===== src/rtl/flt2fix_unit.sv =====
// ---------------------------------------------------------------------------
// flt2fix_unit
//   Converts an IEEE half-precision operand into a signed 8.8 fixed-point
//   value using a small multi-cycle datapath. The significand is shifted by
//   one bit per cycle, so latency depends on the exponent: 2+k edges, where k
//   is the shift distance picked during classification.
//
// Ports
//   clk      in   1   clock, rising edge
//   reset    in   1   asynchronous, active-high reset
//   start    in   1   request pulse, accepted only in IDLE or DONE
//   fp_in    in  16   half-precision operand {sign, exp[4:0], man[9:0]}
//   fix_out  out 16   signed 8.8 result, updated only in FINISH
//   ovf      out  1   saturated or NaN operand, valid while done=1
//   busy     out  1   conversion in progress (CLASSIFY/SHIFT/FINISH)
//   done     out  1   result valid; held until the next accepted start
//
// Handshake: start is sampled on every rising edge but only takes effect
// while busy=0 (state IDLE or DONE). On acceptance fp_in is captured, done
// and ovf drop on that same edge, and busy rises. While busy=1 start is
// ignored. done rises on the edge that leaves FINISH and stays high until
// the next accepted start, so a start in DONE runs back to back.
// ---------------------------------------------------------------------------
module flt2fix_unit (
  input  logic        clk,
  input  logic        reset,
  input  logic        start,
  input  logic [15:0] fp_in,
  output logic [15:0] fix_out,
  output logic        ovf,
  output logic        busy,
  output logic        done
);

  typedef enum logic [2:0] {
    IDLE     = 3'd0,
    CLASSIFY = 3'd1,
    SHIFT    = 3'd2,
    FINISH   = 3'd3,
    DONE     = 3'd4
  } state_t;

  // Operand class decided in CLASSIFY and used to pick the FINISH result.
  typedef enum logic [1:0] {
    CL_NUM  = 2'd0,
    CL_ZERO = 2'd1,
    CL_OVF  = 2'd2,
    CL_NAN  = 2'd3
  } class_t;

  state_t      state;
  state_t      state_nxt;

  logic [15:0] op;        // latched operand
  logic [15:0] mag;       // working magnitude, 8.8 once shifting is done
  logic [4:0]  k;         // remaining shift count
  logic        dir_left;  // 1: shift left, 0: shift right
  class_t      cls;

  logic        accept;

  // Classification of the latched operand
  logic [4:0]  c_exp;
  logic [9:0]  c_man;
  logic [15:0] c_mag;
  logic [4:0]  c_k;
  logic        c_left;
  class_t      c_cls;

  // Result selected in FINISH
  logic [15:0] f_res;
  logic        f_ovf;
  logic        f_exact_neg128;

  // -------------------------------------------------------------------------
  // Handshake / status
  // -------------------------------------------------------------------------
  assign accept = start && ((state == IDLE) || (state == DONE));
  assign busy   = (state == CLASSIFY) || (state == SHIFT) || (state == FINISH);
  assign done   = (state == DONE);

  // -------------------------------------------------------------------------
  // Classification. mag holds 1.man scaled by 2^10; the 8.8 result is
  // mag * 2^(exp-17), hence the shift distance |exp-17|.
  // -------------------------------------------------------------------------
  always_comb begin
    c_exp  = op[14:10];
    c_man  = op[9:0];
    c_mag  = {5'b00000, 1'b1, c_man};
    c_k    = 5'd0;
    c_left = 1'b0;
    c_cls  = CL_NUM;
    if ((c_exp == 5'd31) && (c_man != 10'd0)) begin
      c_cls = CL_NAN;
    end else if (c_exp >= 5'd22) begin
      // Includes infinity; magnitude is at least 128.0.
      c_cls = CL_OVF;
    end else if (c_exp <= 5'd6) begin
      // Zero, subnormal, or a value below one LSB of the result.
      c_cls = CL_ZERO;
    end else if (c_exp <= 5'd16) begin
      c_k    = 5'd17 - c_exp;
      c_left = 1'b0;
    end else begin
      c_k    = c_exp - 5'd17;
      c_left = 1'b1;
    end
  end

  // -------------------------------------------------------------------------
  // Result selection for FINISH
  // -------------------------------------------------------------------------
  assign f_exact_neg128 = (op[14:10] == 5'd22) && (op[9:0] == 10'd0);

  always_comb begin
    f_res = 16'h0000;
    f_ovf = 1'b0;
    case (cls)
      CL_NUM: begin
        // Negating a zero magnitude gives zero, so no negative zero appears.
        if (op[15]) f_res = (~mag) + 16'd1;
        else        f_res = mag;
      end
      CL_ZERO: begin
        f_res = 16'h0000;
        f_ovf = 1'b0;
      end
      CL_OVF: begin
        if (op[15]) begin
          // -128.0 is representable exactly as 16'h8000.
          f_res = 16'h8000;
          f_ovf = !f_exact_neg128;
        end else begin
          f_res = 16'h7FFF;
          f_ovf = 1'b1;
        end
      end
      CL_NAN: begin
        f_res = 16'h0000;
        f_ovf = 1'b1;
      end
      default: begin
        f_res = 16'h0000;
        f_ovf = 1'b0;
      end
    endcase
  end

  // -------------------------------------------------------------------------
  // Next-state logic
  // -------------------------------------------------------------------------
  always_comb begin
    state_nxt = state;
    case (state)
      IDLE:     if (accept) state_nxt = CLASSIFY;
      CLASSIFY: state_nxt = (c_k == 5'd0) ? FINISH : SHIFT;
      SHIFT:    if (k == 5'd1) state_nxt = FINISH;
      FINISH:   state_nxt = DONE;
      DONE:     if (accept) state_nxt = CLASSIFY;
      default:  state_nxt = IDLE;
    endcase
  end

  always_ff @(posedge clk or posedge reset) begin
    if (reset) state <= IDLE;
    else       state <= state_nxt;
  end

  // -------------------------------------------------------------------------
  // Datapath registers
  // -------------------------------------------------------------------------
  always_ff @(posedge clk or posedge reset) begin
    if (reset) begin
      op       <= 16'h0000;
      mag      <= 16'h0000;
      k        <= 5'd0;
      dir_left <= 1'b0;
      cls      <= CL_ZERO;
      fix_out  <= 16'h0000;
      ovf      <= 1'b0;
    end else begin
      case (state)
        IDLE, DONE: begin
          if (accept) begin
            op  <= fp_in;
            ovf <= 1'b0;
          end
        end
        CLASSIFY: begin
          mag      <= c_mag;
          k        <= c_k;
          dir_left <= c_left;
          cls      <= c_cls;
        end
        SHIFT: begin
          // Right shifts drop the low bit: truncation toward zero.
          if (dir_left) mag <= {mag[14:0], 1'b0};
          else          mag <= {1'b0, mag[15:1]};
          k <= k - 5'd1;
        end
        FINISH: begin
          fix_out <= f_res;
          ovf     <= f_ovf;
        end
        default: ;
      endcase
    end
  end

endmodule


===== config.mk =====
export PLATFORM = sky130hd
export DESIGN_NAME = flt2fix_unit
export DESIGN_NICKNAME = d
export VERILOG_FILES = /design/src/rtl/flt2fix_unit.sv
export SDC_FILE = /design/constraint.sdc
export NUM_CORES = 1
export LEC_CHECK = 0
export ABC_AREA = 1
export ABC_CLOCK_PERIOD_IN_PS = 3350
export BUFFER_PORTS_ARGS = -buffer_cell sky130_fd_sc_hd__buf_4
export CAP_MARGIN = 10
export CORE_ASPECT_RATIO = 2
export CORE_UTILIZATION = 45
export DETAILED_ROUTE_END_ITERATION = 7
export REMOVE_ABC_BUFFERS = 1
export SLEW_MARGIN = 10
export SYNTH_ARGS = -nofsm -noshare
export SYNTH_HDL_FRONTEND = slang
export SYNTH_SLANG_ARGS = --single-unit

===== constraint.sdc =====
create_clock -name clk -period 3.35 [get_ports clk]
set_input_delay 0.1675 -clock clk [delete_from_list [all_inputs] [get_ports clk]]
set_output_delay 0.1675 -clock clk [all_outputs]
set_load 0.05 [all_outputs]

### Word-level counts from Yosys, hierarchy flattened

Index checks and enable logic that the tools add are counted.
Widths: inputs -> output; s select.

* muxes and demuxes: 25
* bitwise gates (word level): 1
* $lt $le $gt $ge: 3
* equal/unequal tests: 12
* reduce and logical (&&, ||, !) cells: 19
* add/subtract/negate cells: 4

Operators by type and width (count)
* $mux 16: 3
* $pmux 16 s3: 1
* $pmux 16 s2: 1
* $mux 5: 4
* $add 16x1->16 const B: 1
* $not 16->16: 1
* $pmux 3 s4: 1
* $eq 5x5->1 const B: 2
* $logic_not 10->1: 1
* $pmux 5 s2: 1
* $reduce_bool 10->1: 1
* $mux 1: 8
* $eq 3x2->1 const B: 2
* $mux 3: 2
* $reduce_and 2->1: 3
* $eq 5x1->1 const B: 1
* $ge 5x5->1 const B: 1
* $le 5x3->1 const B: 1
* $le 5x5->1 const B: 1
* $logic_not 5->1: 1
* $sub 5x1->5 const B: 1
* $sub 5x5->5 const A: 1
* $sub 5x5->5 const B: 1
* $eq 2x2->1 const B: 2
* other kinds (13): 22

* register bits after elaboration: 60
* word-level logic and storage cells: 72
* output and inout bits: 19

### Logic depth before layout (Yosys ltp)

* depth after elaboration: 8
* mapped depth: 12
* mapped depth without buffers: 12

### Worst setup path after synthesis

Ideal clock, no wire load.

* path kind: reg-to-reg
* from: register op[11]
* to: register state[0]
* arrival time: 1.362 ns
* stages on the path, launching flop included: 12
* period minus slack after synthesis: 1.485 ns
* data required time: 3.227 ns
* setup slack: 1.865 ns
* cell sequence: dfrtp_1 inv_1 ha_1 nand3_2 nand2_2 inv_2 nand2_1 nand2_1 nor2_1 nor2_2 nand3_1 a21oi_1

* cells in the longest elaborated chain, start to end: 8
* elaborated cells between the ends (all ways): 14

Ends and longest elaborated chain
* start, declared: line 54 `logic [15:0] op;`
* start signal, assigned: line 185 `op <= fp_in;`
* $sub 5x5->5, or another cell as far along: line 105 `c_k = c_exp - 5'd17;`
* $mux 5: line 101 `end else if (c_exp <= 5'd16) begin`
* $mux 5: line 98 `end else if (c_exp <= 5'd6) begin`
* $mux 5: line 95 `end else if (c_exp >= 5'd22) begin`
* $mux 5 *: line 93 `if ((c_exp == 5'd31) && (c_man != 10'd0)) begin`
* $logic_not 5->1 *: line 156 `CLASSIFY: state_nxt = (c_k == 5'd0) ? FINISH : SHIFT;`
* $mux 1 *: line 156
* $pmux 3 s4 *: line 154 `case (state)`
* end signal, assigned: line 166 `else state <= state_nxt;`
* end, declared: line 51 `state_t state;`

Every way passes the cells marked *; elsewhere a longest branch is shown, timed or not.
A chain may end at the register's enable or synchronous reset.

### Final worst setup path

* from: register state[1]
* to: register op[12]

* cells in the longest elaborated chain, start to end: 4
* elaborated cells between the ends (all ways): 6

Ends and longest elaborated chain
* $eq 3x3->1 / $logic_not 3->1 (equally long branches): line 78, 182
* $logic_or 1x1->1: line 78 `assign accept = start && ((state == IDLE) || (state == DONE));`
* $logic_and 1x1->1: line 78
* $reduce_and 2->1 (no source line) *

Marks and branches as above.

==> impl_metrics.py <==
metrics = {
    "outcome": {
        "status": "finished, final reports clean",
    },
    "sta": {
        "post-route-min-period_ns": 1.88,
        "fin_skew_ns": 0.00569,
        "fmax_mhz": 531,
        "slew_headroom_pct": 44.9,
        "setup_tns_ns": 0,
        "finalSetupViolations": 0,
        "finalMaxSlewViolations": 0,
        "hold_viol": 0,
        "fin_hold_ws_ns": 0.000424,
        "worst_pin_slew_ns": 0.826,
        "rsz0062_at_grt": "false",
        "finalCritPeriodShare_pct": 56.2,
    },
    "die": {
        "fp-row-count": 44,
        "initial_core_util_pct": 46.3,
        "dieArea_um2": 7860,
        "core-area_um2": 7270,
        "ios": 38,
        "dieHeight_um": 124,
        "die-width_um": 63.2,
    },
    "power_and_ir_drop": {
        "power_density_nw_per_um2": 1200,
        "leakagePower_uw": 0.00189,
        "swShare_pct": 48.3,
        "internal_power_uw": 2480,
        "netSwitchingPower_uw": 2320,
        "sequentialPowerShare_pct": 28.3,
        "total_power_uw": 4790,
        "clockPowerShare_pct": 19.3,
        "vdd_drop_max_v": 0.000537,
        "pwr-share-comb_pct": 52.3,
    },
    "worst_setup_path": {
        "crit_arrival_ns": 2.14,
        "regToRegSetupSlack_ns": 1.47,
        "end_kind": "flip-flop",
        "reg2regPathDepth": 6,
        "critPathSlowestCell": "nor2_2",
        "critical_path_class": "flip-flop to flip-flop",
        "r2r-start": "state[1]",
        "cp_max_fo": 25,
        "regToRegEndpoint": "op[12]",
        "required_ns": 3.61,
        "cp_slowest_stage_delay_ns": 0.62,
        "critPathLaunchType": "flip-flop",
        "crit_chain": "nor2_1 -> inv_1 -> nor2_2 -> buf_4 -> nand2_1 -> o21ai_1",
    },
    "placed_design": {
        "placed_cells": 551,
        "placed_area_um2": 3710,
        "gp_congestion": 0.869,
        "hpwl_um": 6350,
        "numPortBuffers": 37,
    },
    "layout": {
        "diodes": 0,
        "layout.cells.non_filler": 565,
        "multiInputGateArea_um2": 1570,
        "design_area_um2": 4000,
        "nFillCells": 736,
        "drive_above_1_share_pct": 18.0,
        "nets": 497,
        "area_growth_syn_to_layout_pct": 18.8,
        "seq_area_um2": 1500,
    },
    "logic_synthesis": {
        "syn_avg_cell_area_um2": 7.80,
        "yosysSeqAreaShare_pct": 44.6,
        "synth_cell_type_count": 39,
        "synth_cells": 432,
        "synth_area_um2": 3370,
        "ys_async_sr_fraction_pct": 100,
        "synth-seq-cells": 60,
        "yosysWarnings": 0,
        "ys.flop_type": "dfrtp_1",
        "synth_edf_count": 0,
    },
    "global_routing": {
        "grt_pass1_wl_um": 14700,
        "first_global_vias": 3025,
        "grt_max_degree": 40,
        "antenna_found_initial": 0,
        "overflow": 0,
        "track_usage_pct": 24.4,
    },
    "detailed_routing": {
        "route.antenna.remaining_nets": 0,
        "vias": 2946,
        "wl_per_cell_um": 15.1,
        "via_per_inst": 5.21,
        "totalWireLength_um": 8540,
        "met1_length_um": 3300,
        "wl_met3_um": 218,
        "met2WireLength_um": 4770,
        "top_layer_used": "met4",
        "drtPass1Iterations": 4,
        "drcViolationCount": 0,
        "drt_iter0_drc": 137,
    },
    "cts": {
        "cts_sinks": 60,
        "clock-root-buffer": "clkbuf_16",
        "post_cts_resized": 0,
        "cts_made_buffers": 9,
        "ctsHtreeMaxLevel": 3,
        "clk_path_buf_depth": 2,
        "post_cts_buffers": 0,
        "cts_tree": "built",
        "cts_hold_buf": 0,
        "clk_latency_ns": 0.34,
        "clkTransAtPathRegs_ns": 0.05,
    },
    "worst_hold_path": {
        "holdCritPathClass": "input pin to async pin",
    },
    "run": {
        "maxCapViolCount": 0,
    },
}
[worst max-delay path: cells and delay by family, from the launching register on]
| kind | cells | cell delay (ns) |
|---|---|---|
| AO/OA/AOI/OAI | 1 | 0.07 |
| buffers and inverters | 2 | 0.37 |
| flip-flops | 1 | 0.42 |
| AND/OR/NAND/NOR | 3 | 0.93 |
[routing by layer]
layer / vias to the layer above / track usage [%]
li1: 1507 / -
met1: 1367 / 25.7
met2: 52 / 44.3
met3: 20 / 4.85
met4: 0 / 12.7
met5: - / 0
[sequential cells by signal, indices dropped and copies added (netlist names)]
signal	count
cls	2
k	5
state	3
op	16
fix_out	16
mag	16
ovf	1
dir_left	1
[cell usage in the layout (no fill, tap or decap), types with 5 or more instances in the layout]
cell       count
nand2_1       91
dfrtp_1       59
nor2_1        49
inv_1         43
buf_4         42
nand3_1       34
o21ai_0       32
a21oi_1       19
inv_2         10
o221ai_1      10
o21ai_1       10
clkbuf_16      9
ha_1           8
o211ai_1       6
nand4_1        6
nand2_2        5
o22ai_1        5
[cells in the mapped netlist, types with 4 or more instances]
cell type	count	area share, %
o21ai_1	10	1.5
nand2_2	5	0.93
o211ai_1	6	1.3
ha_1	8	3.0
nand3_2	4	1.2
buf_2	7	1.0
inv_1	44	4.9
inv_2	9	1.0
nand2_1	91	10
a21oi_1	19	2.8
o221ai_1	10	2.6
nand3_1	34	5.1
o21ai_0	32	4.8
dfrtp_1	59	44
nand4_1	6	1.1
nor2_1	50	5.6
o22ai_1	5	0.93
[kinds of logic after synthesis]
group / synth area share (%)
adders and majority gates: 2.97
xor gates and xnor gates: 0.260
and+or+nand+nor: 26.2
DFF: 44.6
buffers and inverters: 8.80
AOI/OAI and AO/OA: 17.2
[area by class of cell]
type,count,area share [%]
flip-flops and latches,60,37.6
multi-input cells,303,39.3
inverters,54,5.13
well taps,92,2.88
clock inverters,2,0.876
repair buffers,42,7.88
clock buffers,12,6.41
[through the flow]
| step | util [%] | worst slack, ns |
|---|---|---|
| after floorplan | - | 1.33 |
| after global placement | 51.1 | 1.55 |
| after detailed placement | 51.1 | 1.48 |
| after CTS | 55.1 | 1.45 |
| after global routing | 55.1 | 1.26 |
| final | 55.1 | 1.47 |
[power groups by stage]
stage               combinational [uW]  clock (uW)  sequential [uW]
global placement                  2480           0             1360
detailed placement                2510           0             1370
finish                            2510         927             1360
global route                      2790         963             1420
floorplan                         1460           0             1690
CTS                               2520         936             1360
[worst max-delay path by stage]
stage	startpoint	to	slack, ns
final	state[1]	op[12]	1.47
after CTS	state[1]	op[12]	1.45
after global routing	state[1]	op[12]	1.26
after floorplan	state[1]	ovf	1.33
after detailed placement	state[1]	op[12]	1.48
after global placement	state[1]	op[11]	1.55
No activity file was read; power rests on OpenSTA's default activity.
